`config.mk`:
```
export PLATFORM = sky130hd
export DESIGN_NAME = stepper_seq_ctrl
export DESIGN_NICKNAME = d
export VERILOG_FILES = /design/src/rtl/stepper_seq_ctrl.sv
export SDC_FILE = /design/constraint.sdc
export NUM_CORES = 1
export LEC_CHECK = 0
export CAP_MARGIN = 30
export CORE_MARGIN = 10
export CORE_UTILIZATION = 31
export CTS_BUF_LIST = sky130_fd_sc_hd__clkbuf_8
export CTS_CLUSTER_DIAMETER = 40
export CTS_CLUSTER_SIZE = 14
export DETAILED_ROUTE_END_ITERATION = 10
export PLACE_DENSITY = 0.59
export SETUP_SLACK_MARGIN = 0.3
export SLEW_MARGIN = 20
export SYNTH_ARGS = -nofsm -noshare
export SYNTH_HDL_FRONTEND = slang
export SYNTH_SLANG_ARGS = --single-unit
```
`constraint.sdc`:
```
create_clock -name clk -period 6.9 [get_ports clk]
set_input_delay 1.38 -clock clk [delete_from_list [all_inputs] [get_ports clk]]
set_output_delay 1.38 -clock clk [all_outputs]
set_load 0.01 [all_outputs]
```
`src/rtl/stepper_seq_ctrl.sv`:
```
// Stepper sequencer: accepts move commands and steps a 4-coil pattern table at a programmable rate.
// Optional STEPPER_IDLE_OFF_EN releases the coils after IDLE_CYC consecutive idle cycles.
module stepper_seq_ctrl #(
    parameter int CNT_W    = 16,
    parameter int DIV_W    = 16,
    parameter int POS_W    = 24,
    parameter int IDLE_CYC = 1024
) (
    input  logic             clk,
    input  logic             rst,
    input  logic             cmd_valid,
    output logic             cmd_ready,
    input  logic             cmd_dir,
    input  logic [1:0]       cmd_mode,
    input  logic [CNT_W-1:0] cmd_steps,
    input  logic [DIV_W-1:0] cmd_div,
    input  logic             stop,
    output logic [3:0]       coil,
    output logic             busy,
    output logic             done,
    output logic [POS_W-1:0] position,
    output logic [CNT_W-1:0] steps_left
);

    typedef enum logic {
        S_IDLE = 1'b0,
        S_RUN  = 1'b1
    } state_t;

    state_t             state_q, state_d;
    logic [2:0]         idx_q, idx_d;
    logic [3:0]         coil_q, coil_d;
    logic               done_q, done_d;
    logic [POS_W-1:0]   pos_q, pos_d;
    logic [CNT_W-1:0]   left_q, left_d;
    logic [DIV_W-1:0]   tick_q, tick_d;
    logic [DIV_W-1:0]   div_q, div_d;
    logic               dir_q, dir_d;
    logic               half_q, half_d;

`ifdef STEPPER_IDLE_OFF_EN
    localparam int IDLE_W = $clog2(IDLE_CYC + 1);
    logic [IDLE_W-1:0]  idle_cnt_q, idle_cnt_d;
`endif

    function automatic logic [3:0] pattern(input logic [2:0] i);
        case (i)
            3'd0:    pattern = 4'b0001;
            3'd1:    pattern = 4'b0011;
            3'd2:    pattern = 4'b0010;
            3'd3:    pattern = 4'b0110;
            3'd4:    pattern = 4'b0100;
            3'd5:    pattern = 4'b1100;
            3'd6:    pattern = 4'b1000;
            default: pattern = 4'b1001;
        endcase
    endfunction

    // Wave drive sits on even table entries, full drive on odd ones; half uses all eight.
    function automatic logic [2:0] align_idx(input logic [2:0] i, input logic [1:0] mode);
        case (mode)
            2'b00:   align_idx = {i[2:1], 1'b0};
            2'b01:   align_idx = {i[2:1], 1'b1};
            default: align_idx = i;
        endcase
    endfunction

    logic       accept;
    logic [2:0] idx_aligned;
    logic [2:0] step_amt;
    logic [2:0] idx_next;

    assign accept      = cmd_valid && (state_q == S_IDLE);
    assign idx_aligned = align_idx(idx_q, cmd_mode);
    assign step_amt    = half_q ? 3'd1 : 3'd2;
    assign idx_next    = dir_q ? (idx_q + step_amt) : (idx_q - step_amt);

    // NOTE: every _d gets its hold value first, so no path through this block can infer a latch.
    always_comb begin
        state_d = state_q;
        idx_d   = idx_q;
        coil_d  = coil_q;
        done_d  = 1'b0;
        pos_d   = pos_q;
        left_d  = left_q;
        tick_d  = tick_q;
        div_d   = div_q;
        dir_d   = dir_q;
        half_d  = half_q;
`ifdef STEPPER_IDLE_OFF_EN
        idle_cnt_d = '0;
`endif

        case (state_q)
            S_IDLE: begin
                if (accept) begin
                    dir_d  = cmd_dir;
                    half_d = cmd_mode[1];
                    div_d  = cmd_div;
                    left_d = cmd_steps;
                    tick_d = '0;
                    if (cmd_steps == '0) begin
                        // An empty move completes at once and leaves the coils untouched.
                        done_d = 1'b1;
                    end else begin
                        idx_d   = idx_aligned;
                        coil_d  = pattern(idx_aligned);
                        state_d = S_RUN;
                    end
                end
`ifdef STEPPER_IDLE_OFF_EN
                else if (coil_q != 4'b0000) begin
                    if (idle_cnt_q == IDLE_W'(IDLE_CYC - 1)) begin
                        coil_d = 4'b0000;
                    end else begin
                        idle_cnt_d = idle_cnt_q + 1'b1;
                    end
                end
`endif
            end

            S_RUN: begin
                if (stop) begin
                    // Abort wins over a step falling due in the same cycle.
                    state_d = S_IDLE;
                    done_d  = 1'b1;
                    left_d  = '0;
                    tick_d  = '0;
                end else if (tick_q == div_q) begin
                    tick_d = '0;
                    idx_d  = idx_next;
                    coil_d = pattern(idx_next);
                    pos_d  = dir_q ? (pos_q + POS_W'(1)) : (pos_q - POS_W'(1));
                    left_d = left_q - CNT_W'(1);
                    if (left_q == CNT_W'(1)) begin
                        state_d = S_IDLE;
                        done_d  = 1'b1;
                    end
                end else begin
                    tick_d = tick_q + DIV_W'(1);
                end
            end

            default: state_d = S_IDLE;
        endcase
    end

    // NOTE: state registers use non-blocking assignments so every flop samples pre-edge values.
    always_ff @(posedge clk) begin
        if (rst) begin
            state_q <= S_IDLE;
            idx_q   <= '0;
            coil_q  <= '0;
            done_q  <= 1'b0;
            pos_q   <= '0;
            left_q  <= '0;
            tick_q  <= '0;
            div_q   <= '0;
            dir_q   <= 1'b0;
            half_q  <= 1'b0;
        end else begin
            state_q <= state_d;
            idx_q   <= idx_d;
            coil_q  <= coil_d;
            done_q  <= done_d;
            pos_q   <= pos_d;
            left_q  <= left_d;
            tick_q  <= tick_d;
            div_q   <= div_d;
            dir_q   <= dir_d;
            half_q  <= half_d;
        end
    end

`ifdef STEPPER_IDLE_OFF_EN
    always_ff @(posedge clk) begin
        if (rst) begin
            idle_cnt_q <= '0;
        end else begin
            idle_cnt_q <= idle_cnt_d;
        end
    end
`endif

    assign cmd_ready  = (state_q == S_IDLE);
    assign busy       = (state_q == S_RUN);
    assign done       = done_q;
    assign coil       = coil_q;
    assign position   = pos_q;
    assign steps_left = left_q;

endmodule

```
# Word-level counts from Yosys, hierarchy flattened
# Cells that the tools add are included.
[word_totals]
elab_cells = 83
output_inout_bits = 47
regBits = 83
[classes]
mux = 36
n_bitwise = 2
n_reduce_logical = 9
n_eq_ne = 20
n_addsub = 6
[ops]
columns = ["operator", "n"]
rows = [
  ["2-to-1 mux 16 bit", 6],
  ["case mux 16 bit (2 select lines)", 2],
  ["case mux 4 bit (7 select lines)", 2],
  ["adder 24 x 1 -> 24 bit, second input constant", 1],
  ["2-to-1 mux 24 bit", 1],
  ["subtractor 24 x 1 -> 24 bit, second input constant", 1],
  ["equality test 3 bit, second input constant", 6],
  ["adder 16 x 1 -> 16 bit, second input constant", 1],
  ["equality test 16 x 1 -> 1 bit, second input constant", 1],
  ["equality test 16 bit", 1],
  ["logical NOT 16 bit", 1],
  ["2-to-1 mux 4 bit", 4],
  ["subtractor 16 x 1 -> 16 bit, second input constant", 1],
  ["2-to-1 mux 3 bit", 5],
  ["equality test 3 x 2 -> 1 bit, second input constant", 4],
  ["2-to-1 mux 1 bit", 10],
  ["case mux 4 bit (2 select lines)", 1],
  ["equality test 3 x 1 -> 1 bit, second input constant", 2],
  ["logical NOT 3 bit", 2],
  ["case mux 1 bit (2 select lines)", 3],
  ["case mux 3 bit (2 select lines)", 1],
  ["!= test 2 x 1 -> 1 bit, second input constant", 2],
  ["!= test 2 bit, second input constant", 2],
  ["AND reduction 2 bit", 2],
  ["other kinds (10)", 11],
]

# Logic depth before layout (Yosys ltp)
[logic_depth]
depth_word = 8
ltp_mapped = 10

# Worst setup path after synthesis
# Ideal clock, no wire load.
[synth_path]
path_kind = "flip-flop to flip-flop"
startpoint = "reg dir_q"
endpoint = "reg pos_q[22] (netlist: position[22])"
period_less_slack_ns = 2.757
t_arrival_ns = 2.635
setup_slack_ns = 4.143
required_time_ns = 6.778
stages_incl_launch_ff = 10
path_cell_list = "dfxtp_1 inv_1 ha_1 a21o_1 a21o_1 a2111oi_0 o22ai_1 a41oi_2 nor4_1 a311o_1"
[synth_between]
elab_chain_cells = 1
[synth_rtl]
columns = ["element", "line", "rtl"]
rows = [
  ["start, declared", "38", "logic dir_q, dir_d;"],
  ["start signal, assigned", "170", "dir_q <= dir_d;"],
  ["2-to-1 mux 24 bit", "133", "pos_d = dir_q ? (pos_q + POS_W'(1)) : (pos_q - POS_W'(1));"],
  ["end signal, assigned", "166", "pos_q <= pos_d;"],
  ["end, declared", "34", "logic [POS_W-1:0] pos_q, pos_d;"],
]
# Every way passes these cells.
# A chain may end at the register's enable or synchronous reset.

# Worst setup path after layout
[layout_path]
startpoint = "in stop"
endpoint = "reg left_q[10] (netlist: steps_left[10])"
[layout_between]
elab_chain_cells = 2
word_cells_on_any_way = 4
classes_between = "eq/ne (1); mux (2); reduce/logical (1)"
[layout_rtl]
columns = ["element", "line", "rtl"]
rows = [
  ["start, declared", "17", "input logic stop,"],
  ["2-to-1 mux 16 bit / != test 3 x 2 -> 1 bit (equally long branches)", "-", ""],
  ["case mux 16 bit (2 select lines) / AND reduction 2 bit (equally long branches)", "-", ""],
  ["end signal, assigned", "167", "left_q <= left_d;"],
  ["end, declared", "35", "logic [CNT_W-1:0] left_q, left_d;"],
]
# Parallel ways exist; a longest one is shown, timed or not.

==> impl_metrics.ini <==
[power_and_ir_drop]
peakVddDrop_mv = 0.0745
p_total_mw = 1.25
cellLeakagePower_nw = 2.41
p_per_area_mw_per_mm2 = 197

[synthesis]
synth_xor_area_frac = 0.0831
syn-num-nets = 713
synthTopCellsByArea = dfxtp_1 33%, a21oi_1 7.6%, ha_1 6.4%, nand2_1 6.3%, nor2_1 6.2%
synthMuxAreaShare = 0.0243
synth_common_cells = 85 x nand2_1, 83 x dfxtp_1, 83 x nor2_1
ys_types = 66
synth-compound-area-share = 0.215
ys_seq_area_frac = 0.329
synth_top_family_by_area = simple AND/OR/NAND/NOR gates
postSynthCellCount = 646
synth_edf_count = 0
synthAdderAreaFrac = 0.0723
postSynthAreaPerCell_sq_um = 7.83
synthArstFlopShare = 0
yosysWarnings = 0
ys.flop_type = dfxtp_1
synth_top_area_share = 0.329
yosysMostFrequentCell = nand2_1
syn-cell-area_sq_mm = 0.00506
synth_seq_cells = 83
yosys.area.top_type = dfxtp_1
synth_simple_gate_area_frac = 0.245

[timing]
final-setup-viol-count = 0
maxClockFrequency_mhz = 284
rsz0062_at_grt = false
period_share = 0.510
hold_viol_final = 0
fin_crit_ns = 3.52
slew_headroom = 0.411
clock_skew_ns = 0.0132
worst_pin_slew_ns = 0.882
maxSlewViolCount = 0
finalSetupTns_ns = 0
whs_ns = 0.468

[clocking]
holdBufCountCts = 0
cts_inserted_buffers = 9
cts_root_buffer = clkbuf_8
htreeDepth = 3
cts_setup_buffers = 0
clkSinkCount = 83
clkTransAtPathRegs_ns = 0.09
cts_buffer_depth = 2
cts.repair.resized = 0
clk_latency_ns = 0.38
tritoncts = done

[min_path]
hp-start = coil[0]
hold_depth = 2
holdPathEnd = coil[0]
hp-class = register to register

[die]
initial_utilization = 0.317
die_w_um = 148
die_area_sq_mm = 0.0218
coreArea_sq_mm = 0.0159
rows = 46
die_h_um = 148
io_pins = 86

[worst_setup_path]
worstSetupPathType = primary input to register
critPathMaxFanout = 21
cp-start-kind = primary input
crit_arrival_ns = 3.83
endpoint_kind = register
cp_top_family = simple AND/OR/NAND/NOR gates
slowest_stage = nor2_1
cp_common_cell = nor2_1
r2r_slack_ns = 3.52
r2r-start = dir_q
rr_worst_depth = 9
path_buf_inv = 1
worstPathCellList = clkdlybuf4s50_1 > nand2b_1 > nor2_1 > nor2_1 > o21ai_0 > a21oi_1
r2r_end = position[18]
max_stage_delay_ns = 0.66
worstPathRequired_ns = 7.21

[status]
status = complete, no violations

[global_routing]
gr-total-overflow = 0
use_met3 = 0.0314
grt_busiest_layer = met2
grt_pass1_wl_um = 24200
grt_max_degree = 76
grt_usage = 0.134
grt_pass1_vias = 4581
grt_antenna_before_repair = 0
met2_usage = 0.195
grt_util_met1 = 0.184

[route]
routed_wirelength_um = 14400
route.detailed.drc = 0
drt_pre_antenna_iters = 5
wl_per_cell_um = 15.3
drt_iter0_markers = 263
viasPerCell = 5.13
ant_nets = 0
via_count = 4809

[placed_design]
numPortBuffers = 85
post-dp-hpwl_um = 10600
gp_congestion = 0.872

[final_layout]
area_growth_pct = 25.5
nNetsFinal = 784
antennaDiodeCount = 0
drive_gt1_frac = 0.0499

[flow_run]
cap_violations = 0
[power breakdown]
part           switching (mW)  total, mW  leakage (nW)  internal [mW]
clock network           0.200      0.444         0.126          0.244
logic                   0.156      0.282          1.61          0.125
registers              0.0237      0.523         0.676          0.499
[worst min-delay path, stage by stage (launching register included)]
cell and delay (ns):
dfxtp_1 0.32, nand2_1 0.05, a21oi_1 0.05
[stage by stage]
step	area [sq um]	cells	worst slack [ns]	util
global route	6340	938	3.20	0.398
finish	6340	938	3.38	0.398
floorplan	5060	646	4.14	-
detailed placement	6100	922	3.00	0.382
CTS	6340	938	3.41	0.398
global placement	6070	921	2.90	0.381
[sequential cells by signal (all words and copies together), names as in the netlist]
name and cells:
busy 1, coil 4, dir_q 1, div_q 16, done 1, half_q 1, idx_q 3, position 24
steps_left 16, tick_q 16
[cell type report]
class	instances	area [sq um]
clock buffer	9	124
clock inverter	7	124
fill	1680	9600
inverter	11	41.3
multi-input combinational	524	3240
sequential	83	1660
tap	216	270
timing repair buffer	88	888
[how the worst max path moves through the flow]
stage | startpoint | end | cells after the start
2_1_floorplan | dir_q | position[22] | 9
3_3_place_gp | stop | position[23] | 6
3_5_place_dp | stop | coil[3] | 6
4_1_cts | stop | coil[3] | 6
5_1_grt | dir_q | position[18] | 9
6_report | stop | steps_left[10] | 6
[metal layers]
layer	vias to the layer above	routed length (um)	part of all wire
li1	2456	-	-
met1	2227	7180	0.50
met2	113	6060	0.42
met3	13	904	0.063
met4	0	252	0.018
met5	-	0	0
[layout by cell type (no fill, tap or decap), types with 4 or more instances in the layout]
| cell | count |
|---|---|
| nor2b_1 | 7 |
| a211oi_1 | 5 |
| a31oi_1 | 8 |
| clkbuf_8 | 9 |
| xnor2_1 | 26 |
| nand3_1 | 15 |
| clkdlybuf4s50_1 | 84 |
| nand4_1 | 9 |
| and4_1 | 6 |
| xor2_1 | 22 |
| nor2_1 | 83 |
| o2bb2ai_1 | 4 |
| a21o_1 | 8 |
| nand2b_1 | 5 |
| ha_1 | 26 |
| and3_1 | 6 |
| mux2i_1 | 10 |
| nand2_1 | 85 |
| and2_1 | 4 |
| inv_1 | 10 |
| nor4_1 | 9 |
| nor3_1 | 11 |
| dfxtp_1 | 83 |
| or3_1 | 7 |
| a21oi_1 | 77 |
| o21a_1 | 4 |
| o21ai_0 | 33 |
[cell families after synthesis]
| group | after synthesis |
|---|---|
| DFF | 83 |
| buffers and inverters | 39 |
| AOI/OAI and AO/OA | 175 |
| muxes | 12 |
| adders and majority gates | 28 |
| xor gates and xnor gates | 48 |
| and+or+nand+nor | 261 |
No activity file was read; power rests on OpenSTA's default activity.
